--- src/rtl/t06_border_animator.sv ---
// Snake playfield border animator: maps score to an arena level and walks the
// registered border one cell per step tick toward that level's target window.
module t06_border_animator #(
  parameter int unsigned X_W        = 4,
  parameter int unsigned Y_W        = 4,
  parameter int unsigned SCORE_W    = 8,
  parameter int unsigned GRID_XMAX  = 15,
  parameter int unsigned GRID_YMAX  = 11,
  parameter int unsigned MIN_XMAX   = 8,
  parameter int unsigned MIN_YMAX   = 6,
  parameter int unsigned LEVEL_PTS  = 20,
  parameter int unsigned NUM_LEVELS = 7,
  parameter int unsigned STEP_DIV   = 4,
  parameter int unsigned CENTRED    = 0
) (
  input  logic               clk,
  input  logic               rst,
  input  logic               enable_in,
  input  logic               freeze,
  input  logic [SCORE_W-1:0] score,
  input  logic [X_W-1:0]     head_x,
  input  logic [Y_W-1:0]     head_y,
  output logic [X_W-1:0]     XMAX,
  output logic [X_W-1:0]     XMIN,
  output logic [Y_W-1:0]     YMAX,
  output logic [Y_W-1:0]     YMIN,
  output logic               moving,
  output logic               border_step,
  output logic               out_of_bounds,
  output logic [1:0]         fsm_state
);

  localparam logic [1:0] ST_IDLE = 2'd0;
  localparam logic [1:0] ST_HOLD = 2'd1;
  localparam logic [1:0] ST_MOVE = 2'd2;

  localparam int unsigned    PW         = (STEP_DIV > 1) ? $clog2(STEP_DIV) : 1;
  localparam logic [PW-1:0]  PRESC_LAST = PW'(STEP_DIV - 1);
  localparam logic [X_W-1:0] FULL_XMAX  = X_W'(GRID_XMAX);
  localparam logic [Y_W-1:0] FULL_YMAX  = Y_W'(GRID_YMAX);

  logic [1:0]     state_q, state_d;
  logic [X_W-1:0] xmax_q, xmax_d, xmin_q, xmin_d;
  logic [Y_W-1:0] ymax_q, ymax_d, ymin_q, ymin_d;
  logic [PW-1:0]  presc_q, presc_d;
  logic           step_q, step_d;
  logic           oob_q, oob_d;

  int unsigned    lvl, ax, ay, sx, sy;
  logic [X_W-1:0] txmin, txmax;
  logic [Y_W-1:0] tymin, tymax;
  logic           at_target;

  // Target window for the current score; recomputed every cycle so retargeting is immediate.
  always_comb begin
    lvl = 32'(score) / LEVEL_PTS;
    if (lvl > NUM_LEVELS) lvl = NUM_LEVELS;
    ax = MIN_XMAX + lvl;
    if (ax > GRID_XMAX) ax = GRID_XMAX;
    ay = MIN_YMAX + lvl;
    if (ay > GRID_YMAX) ay = GRID_YMAX;
    sx = GRID_XMAX - ax;
    sy = GRID_YMAX - ay;
    if (CENTRED != 0) begin
      txmin = X_W'(sx >> 1);
      txmax = X_W'(GRID_XMAX - (sx - (sx >> 1)));
      tymin = Y_W'(sy >> 1);
      tymax = Y_W'(GRID_YMAX - (sy - (sy >> 1)));
    end else begin
      txmin = '0;
      txmax = X_W'(ax);
      tymin = '0;
      tymax = Y_W'(ay);
    end
  end

  always_comb begin
    state_d   = state_q;
    xmax_d    = xmax_q;
    xmin_d    = xmin_q;
    ymax_d    = ymax_q;
    ymin_d    = ymin_q;
    presc_d   = presc_q;
    step_d    = 1'b0;
    at_target = (xmax_q == txmax) && (xmin_q == txmin) &&
                (ymax_q == tymax) && (ymin_q == tymin);
    // Disable beats freeze: the border snaps back to the full grid at once.
    if (!enable_in) begin
      state_d = ST_IDLE;
      xmax_d  = FULL_XMAX;
      xmin_d  = '0;
      ymax_d  = FULL_YMAX;
      ymin_d  = '0;
      presc_d = '0;
    end else if (!freeze) begin
      case (state_q)
        ST_IDLE, ST_HOLD: begin
          if (!at_target) begin
            state_d = ST_MOVE;
            presc_d = '0;
          end else begin
            state_d = ST_HOLD;
          end
        end
        ST_MOVE: begin
          if (presc_q == PRESC_LAST) begin
            presc_d = '0;
            xmax_d = (xmax_q < txmax) ? xmax_q + X_W'(1) :
                     (xmax_q > txmax) ? xmax_q - X_W'(1) : xmax_q;
            xmin_d = (xmin_q < txmin) ? xmin_q + X_W'(1) :
                     (xmin_q > txmin) ? xmin_q - X_W'(1) : xmin_q;
            ymax_d = (ymax_q < tymax) ? ymax_q + Y_W'(1) :
                     (ymax_q > tymax) ? ymax_q - Y_W'(1) : ymax_q;
            ymin_d = (ymin_q < tymin) ? ymin_q + Y_W'(1) :
                     (ymin_q > tymin) ? ymin_q - Y_W'(1) : ymin_q;
            step_d = (xmax_d != xmax_q) || (xmin_d != xmin_q) ||
                     (ymax_d != ymax_q) || (ymin_d != ymin_q);
            if ((xmax_d == txmax) && (xmin_d == txmin) &&
                (ymax_d == tymax) && (ymin_d == tymin)) begin
              state_d = ST_HOLD;
            end
          end else begin
            presc_d = presc_q + PW'(1);
          end
        end
        default: state_d = ST_IDLE;
      endcase
    end
    oob_d = enable_in && (state_q != ST_IDLE) &&
            ((head_x < xmin_q) || (head_x > xmax_q) ||
             (head_y < ymin_q) || (head_y > ymax_q));
  end

  always_ff @(posedge clk or posedge rst) begin
    if (rst) begin
      state_q <= ST_IDLE;
      xmax_q  <= FULL_XMAX;
      xmin_q  <= '0;
      ymax_q  <= FULL_YMAX;
      ymin_q  <= '0;
      presc_q <= '0;
      step_q  <= 1'b0;
      oob_q   <= 1'b0;
    end else begin
      state_q <= state_d;
      xmax_q  <= xmax_d;
      xmin_q  <= xmin_d;
      ymax_q  <= ymax_d;
      ymin_q  <= ymin_d;
      presc_q <= presc_d;
      step_q  <= step_d;
      oob_q   <= oob_d;
    end
  end

  assign XMAX          = xmax_q;
  assign XMIN          = xmin_q;
  assign YMAX          = ymax_q;
  assign YMIN          = ymin_q;
  assign moving        = (state_q == ST_MOVE);
  assign border_step   = step_q;
  assign out_of_bounds = oob_q;
  assign fsm_state     = state_q;

endmodule

--- config.mk ---
export PLATFORM = sky130hd
export DESIGN_NAME = t06_border_animator
export DESIGN_NICKNAME = d
export VERILOG_FILES = /design/src/rtl/t06_border_animator.sv
export SDC_FILE = /design/constraint.sdc
export NUM_CORES = 1
export LEC_CHECK = 0
export BUFFER_PORTS_ARGS = -buffer_cell sky130_fd_sc_hd__buf_4
export CAP_MARGIN = 20
export CORE_ASPECT_RATIO = 1.25
export CORE_MARGIN = 2
export CORE_UTILIZATION = 62
export CTS_CLUSTER_SIZE = 24
export DETAILED_ROUTE_END_ITERATION = 16
export GPL_ROUTABILITY_DRIVEN = 0
export PLACE_DENSITY = 0.86
export SLEW_MARGIN = 15
export SYNTH_ARGS = -nofsm -noshare
export SYNTH_HDL_FRONTEND = slang
export SYNTH_SLANG_ARGS = --single-unit
--- constraint.sdc ---
create_clock -name clk -period 3.8 [get_ports clk]
set_input_delay 0.76 -clock clk [delete_from_list [all_inputs] [get_ports clk]]
set_output_delay 0.76 -clock clk [all_outputs]
set_load 0.01 [all_outputs]
==> results of run 1 <==
critical path, cell delays in order:
cell	delay, ns
buf_6	0.10
or2_4	0.26
ha_4	0.28
and2b_2	0.25
a21oi_1	0.22
o2111ai_2	0.20
nor2_2	0.21
ha_4	0.25
or2_4	0.27
o21ai_2	0.08
or2_1	0.17
ha_4	0.15
nor2b_4	0.04
o211a_4	0.24
buf_4	0.14
o21ai_0	0.31
o211ai_1	0.21
a2111oi_1	0.28
o2111ai_1	0.21
a211oi_2	0.54
o21a_1	0.19
layer usage:
layer  part of all wire (%)  global-route usage [%]
met5                      0                       0
met4                     12                    21.8
met3                     10                    3.52
met2                     46                    70.0
met1                     32                    38.7
layout by cell type (no fill, tap or decap), types with 6 or more instances in the layout:
| cell | n |
|---|---|
| nor2_2 | 6 |
| dfstp_2 | 7 |
| nand2b_1 | 9 |
| nand3_1 | 11 |
| or3_1 | 6 |
| nand2_1 | 21 |
| buf_4 | 108 |
| nor2_1 | 15 |
| nor3_1 | 7 |
| ha_1 | 25 |
| o211ai_1 | 10 |
| nand4_1 | 8 |
| inv_1 | 24 |
| dfrtp_1 | 15 |
| xnor2_1 | 7 |
| a21oi_2 | 7 |
| nor2b_1 | 9 |
| a21oi_1 | 22 |
| o21ai_0 | 17 |
cells by family after synthesis:
logic type	after synthesis	share of synthesized area (%)
compound gates	108	28.0
xor+xnor	7	2.34
fa+ha+maj	31	14.8
buf+inv	37	5.73
flops	22	21.3
other cells	1	0.143
simple gates	131	27.6
path summary, 6_finish.rpt:
kind,from,endpoint,depth (start not counted)
max,score[6],fsm_state[0],21
min,YMAX[3],YMAX[3],2
max reg2reg,YMAX[1],fsm_state[0],10
min reg2reg,YMAX[3],YMAX[3],2
max in group asynchronous,rst,YMAX[2],2
min in group asynchronous,rst,XMIN[2],2
power breakdown:
| part | switching, µW | internal [µW] | total (µW) |
|---|---|---|---|
| sequential | 11.7 | 240 | 252 |
| clock | 84.0 | 92.6 | 177 |
| combinational | 266 | 240 | 506 |
| total | 362 | 573 | 934 |
stage by stage:
| stage | hold slack (ns) | instance area [µm²] | std cells |
|---|---|---|---|
| 6_report | 0.588 | 3850 | 498 |
| 5_1_grt | 0.626 | 3850 | 498 |
| 4_1_cts | 0.558 | 3560 | 485 |
| 3_5_place_dp | 0.544 | 3370 | 472 |
| 3_3_place_gp | 0.534 | 3370 | 472 |
| 2_1_floorplan | 0.534 | 2680 | 337 |
cell type report:
class / count / area [µm²] / share of cell area (%)
Timing Repair Buffer: 113 / 867 / 22.5
Inverter: 25 / 93.8 / 2.44
Tap cell: 56 / 70.1 / 1.82
Multi-Input combinational cell: 278 / 2200 / 57.3
Sequential cell: 22 / 559 / 14.5
Clock buffer: 4 / 55.1 / 1.43
repair_timing:
action | 4_1_cts | 5_1_grt
setup buffers | 9 | 14
resized for setup | 16 | 38
pin swaps | 25 | 27
gates cloned | 0 | 0
setup endpoints to repair | 9 | 12
state kept, by name, summed over array words and instances, names as in the netlist:
name,cells
XMAX,4
fsm_state,2
presc_q,2
XMIN,4
out_of_bounds,1
YMIN,4
border_step,1
YMAX,4
==> results.yml, run 1 <==
route:
  avgViaCountPerCell: 7.49
  first_pass_iters: 8
  drtIter0Drc: 673
  ant_nets: 0
  drc_errors: 0
  drt-total-wl_um: 12600
  post_drt_wl_per_cell_um: 25.2
  vias: 3731
sta:
  maxSlewViolCount: 0
  fin_skew_ns: 0.00506
  setup_ws_ns: -1.38
  rsz0062_at_grt: "true"
  setup_violations: 13
  timing.fmax_mhz: 193
  finalHoldViolations: 0
  setup_tns_ns: -6.43
  worstMarginPinSlew_ns: 0.921
  fin_crit_sh_pct: 136
  slew_headroom_pct: 38.5
  layout_min_cycle_time_ns: 5.18
clocking:
  cts_max_level: 1
  clk_path_buf_depth: 2
  cts_tree: "yes"
  ctsHoldBuffers: 0
  clk_latency_ns: 0.27
  cts_sinks: 22
  cts_root_buf: "clkbuf_8"
  clk_pin_slew_ns: 0.08
  numCtsBuffers: 3
synthesis:
  async_flop_share_pct: 100
  ys.flop_type: "dfrtp_1"
  syn_area_um2: 2620
  syn_inst: 337
  yosysTopAreaCell: "ha_1"
  synth-seq-cells: 22
  yosysUniqueCellTypes: 62
  syn_area_per_cell_um2: 7.77
  synth.most_common_cell: "ha_1"
  synth_top_cells_by_count: "ha_1 (31), a21oi_1 (28), inv_1 (24), nor2_1 (24), nand2_1 (21)"
  synth_edf_count: 0
  syn-num-nets: 388
  synth_top_area_share_pct: 14.8
  ys_warn_count: 0
  ys_seq_area_share_pct: 21.3
  synth_area_leaders: "ha_1 (15%), dfrtp_1 (14%), dfstp_2 (7.0%)"
die:
  pin_count: 41
  rows: 26
  start_util_pct: 64.4
  die_area_um2: 4770
  die_h_um: 76.7
  die_x_um: 62.1
  core-area_um2: 4070
run_status:
  violations: "negative setup slack"
  status: "finished, violations left"
worst_setup_path:
  arrival_ns: 5.39
  cp-start-kind: "input pin"
  path_max_fanout: 5
  cp-end-kind: "register"
  critPathRequiredTime_ns: 4.00
  rrSetupSlack_ns: 0.51
  critPathKind: "input pin to register"
grt:
  grt_pass1_vias: 3190
  track_usage_pct: 36.8
  grt_overflow: 0
  grt_max_degree: 25
  antenna_found_initial: 0
  grt_first_pass_wirelength_um: 14400
power_and_ir_drop:
  ir_worst_vdd_mv: 0.258
  p_leak_uw: 0.00179
  finalPower_uw: 934
  p_per_area_nw_per_um2: 243
flow_run:
  max_cap_violations: 0
cells_and_area:
  antenna_cells: 0
  fin_nets: 494
  drive_above_1_share_pct: 40.3
  area_growth_pct: 46.9
  post-route-util_pct: 94.7
  fillCellCount: 126
placement:
  post-dp-hpwl_um: 5640
  io_buffers: 40
  dp_slack_ns: -1.09
hold_path:
  hp-class: "register to register"
Note: power is estimated with default switching activity, not from simulation.
==> inputs of run 2 (changes only) <==
--- a/config.mk
+++ b/config.mk
@@ -5,15 +5,16 @@
 export SDC_FILE = /design/constraint.sdc
 export NUM_CORES = 1
 export LEC_CHECK = 0
+export ABC_AREA = 1
 export BUFFER_PORTS_ARGS = -buffer_cell sky130_fd_sc_hd__buf_4
-export CAP_MARGIN = 20
+export CAP_MARGIN = 5
 export CORE_ASPECT_RATIO = 1.25
 export CORE_MARGIN = 2
 export CORE_UTILIZATION = 62
 export CTS_CLUSTER_SIZE = 24
 export DETAILED_ROUTE_END_ITERATION = 16
 export GPL_ROUTABILITY_DRIVEN = 0
-export PLACE_DENSITY = 0.86
+export PLACE_DENSITY = 0.87
 export SLEW_MARGIN = 15
 export SYNTH_ARGS = -nofsm -noshare
 export SYNTH_HDL_FRONTEND = slang
==> results.yml, run 2 <==
clocking:
  numCtsBuffers: 3
  ctsHoldBuffers: 0
  cts_root_buf: "clkbuf_8"
  clk_path_buf_depth: 2
  cts_sinks: 22
  cts_max_level: 1
placement:
  io_buffers: 38
  post-dp-hpwl_um: 5440
synthesis:
  synth_area_leaders: "ha_1 (16%), dfrtp_1 (16%), inv_1 (10%)"
  yosysTopAreaCell: "ha_1"
  async_flop_share_pct: 100
  ys_seq_area_share_pct: 23.5
  ys.flop_type: "dfrtp_1"
  syn-num-nets: 388
  synth_top_area_share_pct: 16.3
  syn_area_um2: 2380
  syn_area_per_cell_um2: 7.07
  synth_edf_count: 0
  synth_top_cells_by_count: "inv_1 (66), nand2_1 (55), ha_1 (31)"
  yosysUniqueCellTypes: 38
  ys_warn_count: 0
  synth.most_common_cell: "inv_1"
  syn_inst: 337
  synth-seq-cells: 22
sta:
  worst-ep-kind: "register data pin"
  crit_endpoint: "fsm_state[1]$_DFFE_PP0P_/D"
run_status:
  status: "did not finish"
  haltStage: "global routing"
  tool.error: "[ERROR GRT-0232] Routing congestion too high. Check the congestion heatmap in the GUI."
grt:
  grt_overflow: 59
  track_usage_pct: 74.2
  grt_max_degree: 23
die:
  die_x_um: 59.4
  start_util_pct: 64.0
  die_h_um: 73.3
  pin_count: 41
  rows: 25
## run 2: changes by cell type after synthesis, sizes merged, moves of 5 or more
cell	previous run	this run
nand2	21	66
inv	25	69
nand3	13	32
a21oi	29	14
o22ai	0	13
nor2b	11	0
o211ai	10	0
xor2	0	10
nand2b	9	0
o21ai	24	16
or3	8	0
buf	7	0
xnor2	7	0
o211a	5	0
## run 2: metrics by stage
| step | setup slack (ns) | instance area [µm²] | hold WS, ns | instances |
|---|---|---|---|---|
| 2_1_floorplan | -0.510 | 2450 | 0.457 | 337 |
| 3_3_place_gp | -0.673 | 3160 | 0.479 | 463 |
| 3_5_place_dp | -0.944 | 3160 | 0.489 | 463 |
| 4_1_cts | -0.405 | 3380 | 0.508 | 476 |
## run 2: per-layer routing
| layer | overflow | global-route usage, % |
|---|---|---|
| met1 | 0 | 72.4 |
| met2 | 35 | 95.2 |
| met3 | 1 | 50.4 |
| met4 | 23 | 81.8 |
| met5 | 0 | 6.49 |
## run 2: cell families after synthesis
| kind of cell | Yosys count | synth area share [%] |
|---|---|---|
| adders and majority gates | 31 | 16.3 |
| and+or+nand+nor | 144 | 30.5 |
| AOI/OAI and AO/OA | 57 | 14.5 |
| other | 1 | 0.157 |
| DFF | 22 | 23.5 |
| buffers and inverters | 72 | 11.4 |
| xor gates and xnor gates | 10 | 3.68 |
## run 2: what timing repair did
action | 4_1_cts
buffers inserted | 9
gates resized for setup | 23
endpoints found under the setup margin | 8
pin swaps | 12
==> inputs of run 3 (changes only) <==
--- a/config.mk
+++ b/config.mk
@@ -8,13 +8,11 @@
 export ABC_AREA = 1
 export BUFFER_PORTS_ARGS = -buffer_cell sky130_fd_sc_hd__buf_4
 export CAP_MARGIN = 5
-export CORE_ASPECT_RATIO = 1.25
 export CORE_MARGIN = 2
-export CORE_UTILIZATION = 62
-export CTS_CLUSTER_SIZE = 24
+export CORE_UTILIZATION = 40
 export DETAILED_ROUTE_END_ITERATION = 16
 export GPL_ROUTABILITY_DRIVEN = 0
-export PLACE_DENSITY = 0.87
+export PLACE_DENSITY_LB_ADDON = 0.15
 export SLEW_MARGIN = 15
 export SYNTH_ARGS = -nofsm -noshare
 export SYNTH_HDL_FRONTEND = slang
==> results.yml, run 3 <==
route:
  vias: 2710
  drc_errors: 0
  drt-total-wl_um: 7090
  ant_nets: 0
  drtIter0Drc: 161
  avgViaCountPerCell: 5.00
  first_pass_iters: 4
  post_drt_wl_per_cell_um: 13.1
clocking:
  cts_root_buf: "clkbuf_8"
  ctsHoldBuffers: 0
  clk_path_buf_depth: 2
  cts_max_level: 1
  clk_latency_ns: 0.26
  cts_sinks: 22
  cts_tree: "yes"
  clk_pin_slew_ns: 0.08
  numCtsBuffers: 3
placement:
  dp_cells: 502
  post-dp-hpwl_um: 5100
  io_buffers: 38
  dp_slack_ns: -0.836
  place_area_um2: 3230
cells_and_area:
  finalNonFillerCells: 542
  mostFrequentLayoutCells: "buf_4 (123), inv_1 (61), nand2_1 (47)"
  antenna_cells: 0
  drive_above_1_share_pct: 44.1
  fin_nets: 519
  final_common_cell: "buf_4"
  fillCellCount: 487
  fin_area_um2: 3820
  area_growth_pct: 60.4
sta:
  fin_skew_ns: 0.00307
  rsz0062_at_grt: "true"
  maxSlewViolCount: 0
  setup_ws_ns: -0.542
  finalHoldViolations: 0
  worstMarginPinSlew_ns: 0.827
  slew_headroom_pct: 44.8
  layout_min_cycle_time_ns: 4.34
  setup_violations: 5
  timing.fmax_mhz: 230
  fin_crit_sh_pct: 114
grt:
  grt_pass1_vias: 2662
  grt_first_pass_wirelength_um: 11200
  grt_overflow: 0
  track_usage_pct: 21.4
  antenna_found_initial: 0
  grt_max_degree: 23
worst_setup_path:
  critPathRequiredTime_ns: 3.96
  slowest_stage: "ha_4"
  arrival_ns: 4.50
  slowest_delay_ns: 0.28
  cp-start-kind: "input pin"
  cp-end-kind: "register"
  crit_family: "simple AND/OR/NAND/NOR gates"
  crit_buf_inv: 6
  path_max_fanout: 4
  critPathKind: "input pin to register"
  critPathMostFrequentCell: "nand2_1"
  rrSetupSlack_ns: 0.84
synthesis:
  synth_edf_count: 0
  syn-num-nets: 388
  ys_seq_area_share_pct: 23.5
  syn_area_per_cell_um2: 7.07
  synth_top_cells_by_count: "inv_1 (66), nand2_1 (55), ha_1 (31)"
  syn_inst: 337
  synth_area_leaders: "ha_1 (16%), dfrtp_1 (16%), inv_1 (10%)"
  ys.flop_type: "dfrtp_1"
  synth-seq-cells: 22
  syn_area_um2: 2380
  synth_top_area_share_pct: 16.3
  async_flop_share_pct: 100
  synth.most_common_cell: "inv_1"
  yosysTopAreaCell: "ha_1"
  yosysUniqueCellTypes: 38
  ys_warn_count: 0
hold_path:
  hp-class: "register to register"
die:
  start_util_pct: 40.7
  pin_count: 41
  die_area_um2: 6590
  die_h_um: 81.2
  core-area_um2: 5850
  rows: 28
  die_x_um: 81.2
run_status:
  status: "finished, violations left"
  violations: "negative setup slack"
power_and_ir_drop:
  finalPower_uw: 1060
  p_per_area_nw_per_um2: 278
  ir_worst_vdd_mv: 0.155
  p_leak_uw: 0.00206
flow_run:
  max_cap_violations: 0
[run 3: cells by family (layout without fill, tap and decap cells)]
kind of cell,count (synthesis),after routing,synth area share [%]
buf+inv,72,202,11.4
fa+ha+maj,31,31,16.3
other cells,1,1,0.157
flops,22,22,23.5
xor+xnor,10,10,3.68
simple gates,144,144,30.5
compound gates,57,57,14.5
[run 3: worst paths after layout]
check / start / to / depth (start not counted)
max: score[5] / fsm_state[1] / 35
min: presc_q[1] / presc_q[1] / 2
max reg2reg: XMAX[0] / fsm_state[1] / 20
min reg2reg: presc_q[1] / presc_q[1] / 2
max in group asynchronous: rst / YMAX[2] / 2
min in group asynchronous: rst / XMIN[3] / 2
[run 3: timing repair]
action	in CTS	in global routing
pin swaps	19	38
setup endpoints to repair	5	11
gates resized for setup	23	34
setup buffers	34	5
[run 3: tightest hold or removal path, delay by kind of cell, from the launching register on]
kind	cells	cell delay, ns
flip-flops	1	0.36
AO/OA/AOI/OAI	1	0.06
AND/OR/NAND/NOR	1	0.06
[run 3: layer usage]
| layer | wire [µm] | up-vias | track usage (%) |
|---|---|---|---|
| met2 | 3720 | 49 | 41.5 |
| li1 | - | 1379 | - |
| met5 | 0 | - | 0 |
| met3 | 167 | 16 | 1.56 |
| met1 | 3040 | 1266 | 24.8 |
| met4 | 159 | 0 | 5.93 |
[run 3: cell type report]
type	instances	area [µm²]	share of cell area (%)
Multi-Input combinational cell	243	1820	47.7
Tap cell	75	93.8	2.46
Sequential cell	22	559	14.6
Inverter	69	290	7.60
Clock buffer	4	45.0	1.18
Timing Repair Buffer	129	1010	26.4
[run 3: where the power goes]
group          switching (µW)  internal (µW)  total, µW
sequential               13.0            248        261
combinational             298            351        649
clock                    75.3           74.7        150
total                     387            674       1060
[run 3: per-stage QoR]
step	TNS (ns)	hold WS [ns]	utilization [%]
floorplan	-1.02	0.457	-
detailed placement	-4.04	0.504	55.2
finish	-1.48	0.512	65.3
global route	-2.67	0.560	65.3
global placement	-3.21	0.480	55.2
CTS	-0.945	0.522	62.2
==> inputs of run 4 (changes only) <==
--- a/config.mk
+++ b/config.mk
@@ -10,6 +10,7 @@
 export CAP_MARGIN = 5
 export CORE_MARGIN = 2
 export CORE_UTILIZATION = 40
+export CTS_CLUSTER_SIZE = 28
 export DETAILED_ROUTE_END_ITERATION = 16
 export GPL_ROUTABILITY_DRIVEN = 0
 export PLACE_DENSITY_LB_ADDON = 0.15
@@ -17,3 +18,4 @@
 export SYNTH_ARGS = -nofsm -noshare
 export SYNTH_HDL_FRONTEND = slang
 export SYNTH_SLANG_ARGS = --single-unit
+export TNS_END_PERCENT = 50
==> constraint.sdc (replaced) <==
create_clock -name clk -period 3.8 [get_ports clk]
set_input_delay 0.57 -clock clk [delete_from_list [all_inputs] [get_ports clk]]
set_output_delay 0.57 -clock clk [all_outputs]
set_load 0.01 [all_outputs]
==> results.yml, run 4 (synthesis results as in run 3) <==
cells_and_area:
  area_growth_pct: 57.6
  fin_nets: 520
  fillCellCount: 508
  final-seq-area_um2: 559
  finalNonFillerCells: 543
  drive_above_1_share_pct: 42.5
  multi_input_area_um2: 1770
  mostFrequentLayoutCells: "buf_4 (127), inv_1 (61), nand2_1 (49)"
  final_common_cell: "buf_4"
  antenna_cells: 0
flow_run:
  max_cap_violations: 0
worst_setup_path:
  critPathMostFrequentCell: "buf_4"
  r2r-start: "XMAX[0]"
  path_max_fanout: 3
  cp-start-kind: "input pin"
  slowest_stage: "ha_4"
  critPathKind: "input pin to register"
  slowest_delay_ns: 0.26
  critPathRequiredTime_ns: 3.96
  arrival_ns: 4.31
  crit_start: "score[5]"
  cp-end-kind: "register"
sta:
  setup_ws_ns: -0.353
  slew_headroom_pct: 43.2
  layout_min_cycle_time_ns: 4.15
  worstMarginPinSlew_ns: 0.852
  finalHoldViolations: 0
  rsz0062_at_grt: "true"
  fin_skew_ns: 0.00119
  maxSlewViolCount: 0
  timing.fmax_mhz: 241
  setup_tns_ns: -1.08
  fin_crit_sh_pct: 109
  setup_violations: 5
grt:
  grt_first_pass_wirelength_um: 11400
  track_usage_pct: 21.6
  antenna_found_initial: 0
  grt_pass1_vias: 2670
  grt_max_degree: 23
  grt_overflow: 0
route:
  post_drt_wl_per_cell_um: 13.0
  ant_nets: 0
  drc_errors: 0
  vias: 2733
  avgViaCountPerCell: 5.03
  first_pass_iters: 4
  drtIter0Drc: 132
  drt-total-wl_um: 7050
die:
  die_x_um: 81.2
  die_area_um2: 6590
  die_h_um: 81.2
  pin_count: 41
  rows: 28
  start_util_pct: 40.7
  core-area_um2: 5850
hold_path:
  hp-class: "input pin to async pin"
clocking:
  clk_latency_ns: 0.26
  cts_tree: "yes"
  clk_pin_slew_ns: 0.08
  cts_sinks: 22
  clk_path_buf_depth: 2
  cts_max_level: 1
  numCtsBuffers: 3
  cts_root_buf: "clkbuf_8"
placement:
  io_buffers: 38
  dp_cells: 502
  post-dp-hpwl_um: 5130
power_and_ir_drop:
  ir_worst_vdd_mv: 0.179
  p_per_area_nw_per_um2: 283
  p_leak_uw: 0.00204
run_status:
  violations: "negative setup slack"
  status: "finished, violations left"
==> run 4: power breakdown <==
group / internal [µW] / leakage [µW] / total (µW) / switching, µW
Combinational: 353 / 0.00174 / 651 / 298
Clock: 74.7 / 0.0000228 / 149 / 74.3
Sequential: 248 / 0.000279 / 260 / 12.7
Total: 676 / 0.00204 / 1060 / 385
==> run 4: stage by stage <==
| step | power [µW] | area, µm² | hold WS (ns) | setup WS (ns) | utilization, % |
|---|---|---|---|---|---|
| 3_5_place_dp | 726 | 3230 | 0.504 | -0.674 | 55.2 |
| 5_1_grt | 1130 | 3750 | 0.556 | -0.564 | 64.1 |
| 4_1_cts | 996 | 3590 | 0.513 | -0.316 | 61.4 |
| 6_report | 1060 | 3750 | 0.484 | -0.353 | 64.1 |
| 2_1_floorplan | 504 | 2450 | 0.457 | -0.320 | - |
| 3_3_place_gp | 717 | 3230 | 0.480 | -0.526 | 55.2 |
==> run 4: repair_timing <==
action / 4_1_cts / 5_1_grt
pin swaps: 27 / 26
setup endpoints to repair: 4 / 10
buffers inserted: 31 / 7
hold buffers: 0 / 0
resized for setup: 21 / 19
==> run 4: layout make-up <==
type,instances,share of cell area (%)
Clock buffer,4,1.20
Multi-Input combinational cell,243,47.1
Inverter,69,7.74
Tap cell,75,2.50
Sequential cell,22,14.9
Timing Repair Buffer,130,26.5
==> run 4: path summary, 6_finish.rpt <==
check,end,slack [ns],cells after the start
min in group clk,presc_q[1],0.51,2
min reg2reg,presc_q[1],0.51,2
min,presc_q[1],0.48,2
max reg2reg,fsm_state[0],0.97,21
max in group asynchronous,XMIN[1],2.79,2
max,fsm_state[0],-0.35,35
==> run 4: per-layer routing <==
metal | share of wire, % | vias to the layer above | GRT usage (%)
li1 | - | 1376 | -
met1 | 41 | 1260 | 25.4
met2 | 53 | 73 | 40.7
met3 | 3.3 | 24 | 1.78
met4 | 3.1 | 0 | 7.80
met5 | 0 | - | 0
==> run 4: critical path, delay by kind of cell <==
| kind | cells | cell delay (ns) |
|---|---|---|
| xor+xnor | 1 | 0.14 |
| fa+ha+maj | 2 | 0.49 |
| compound gates | 1 | 0.15 |
| buf+inv | 14 | 1.59 |
| simple gates | 17 | 1.36 |
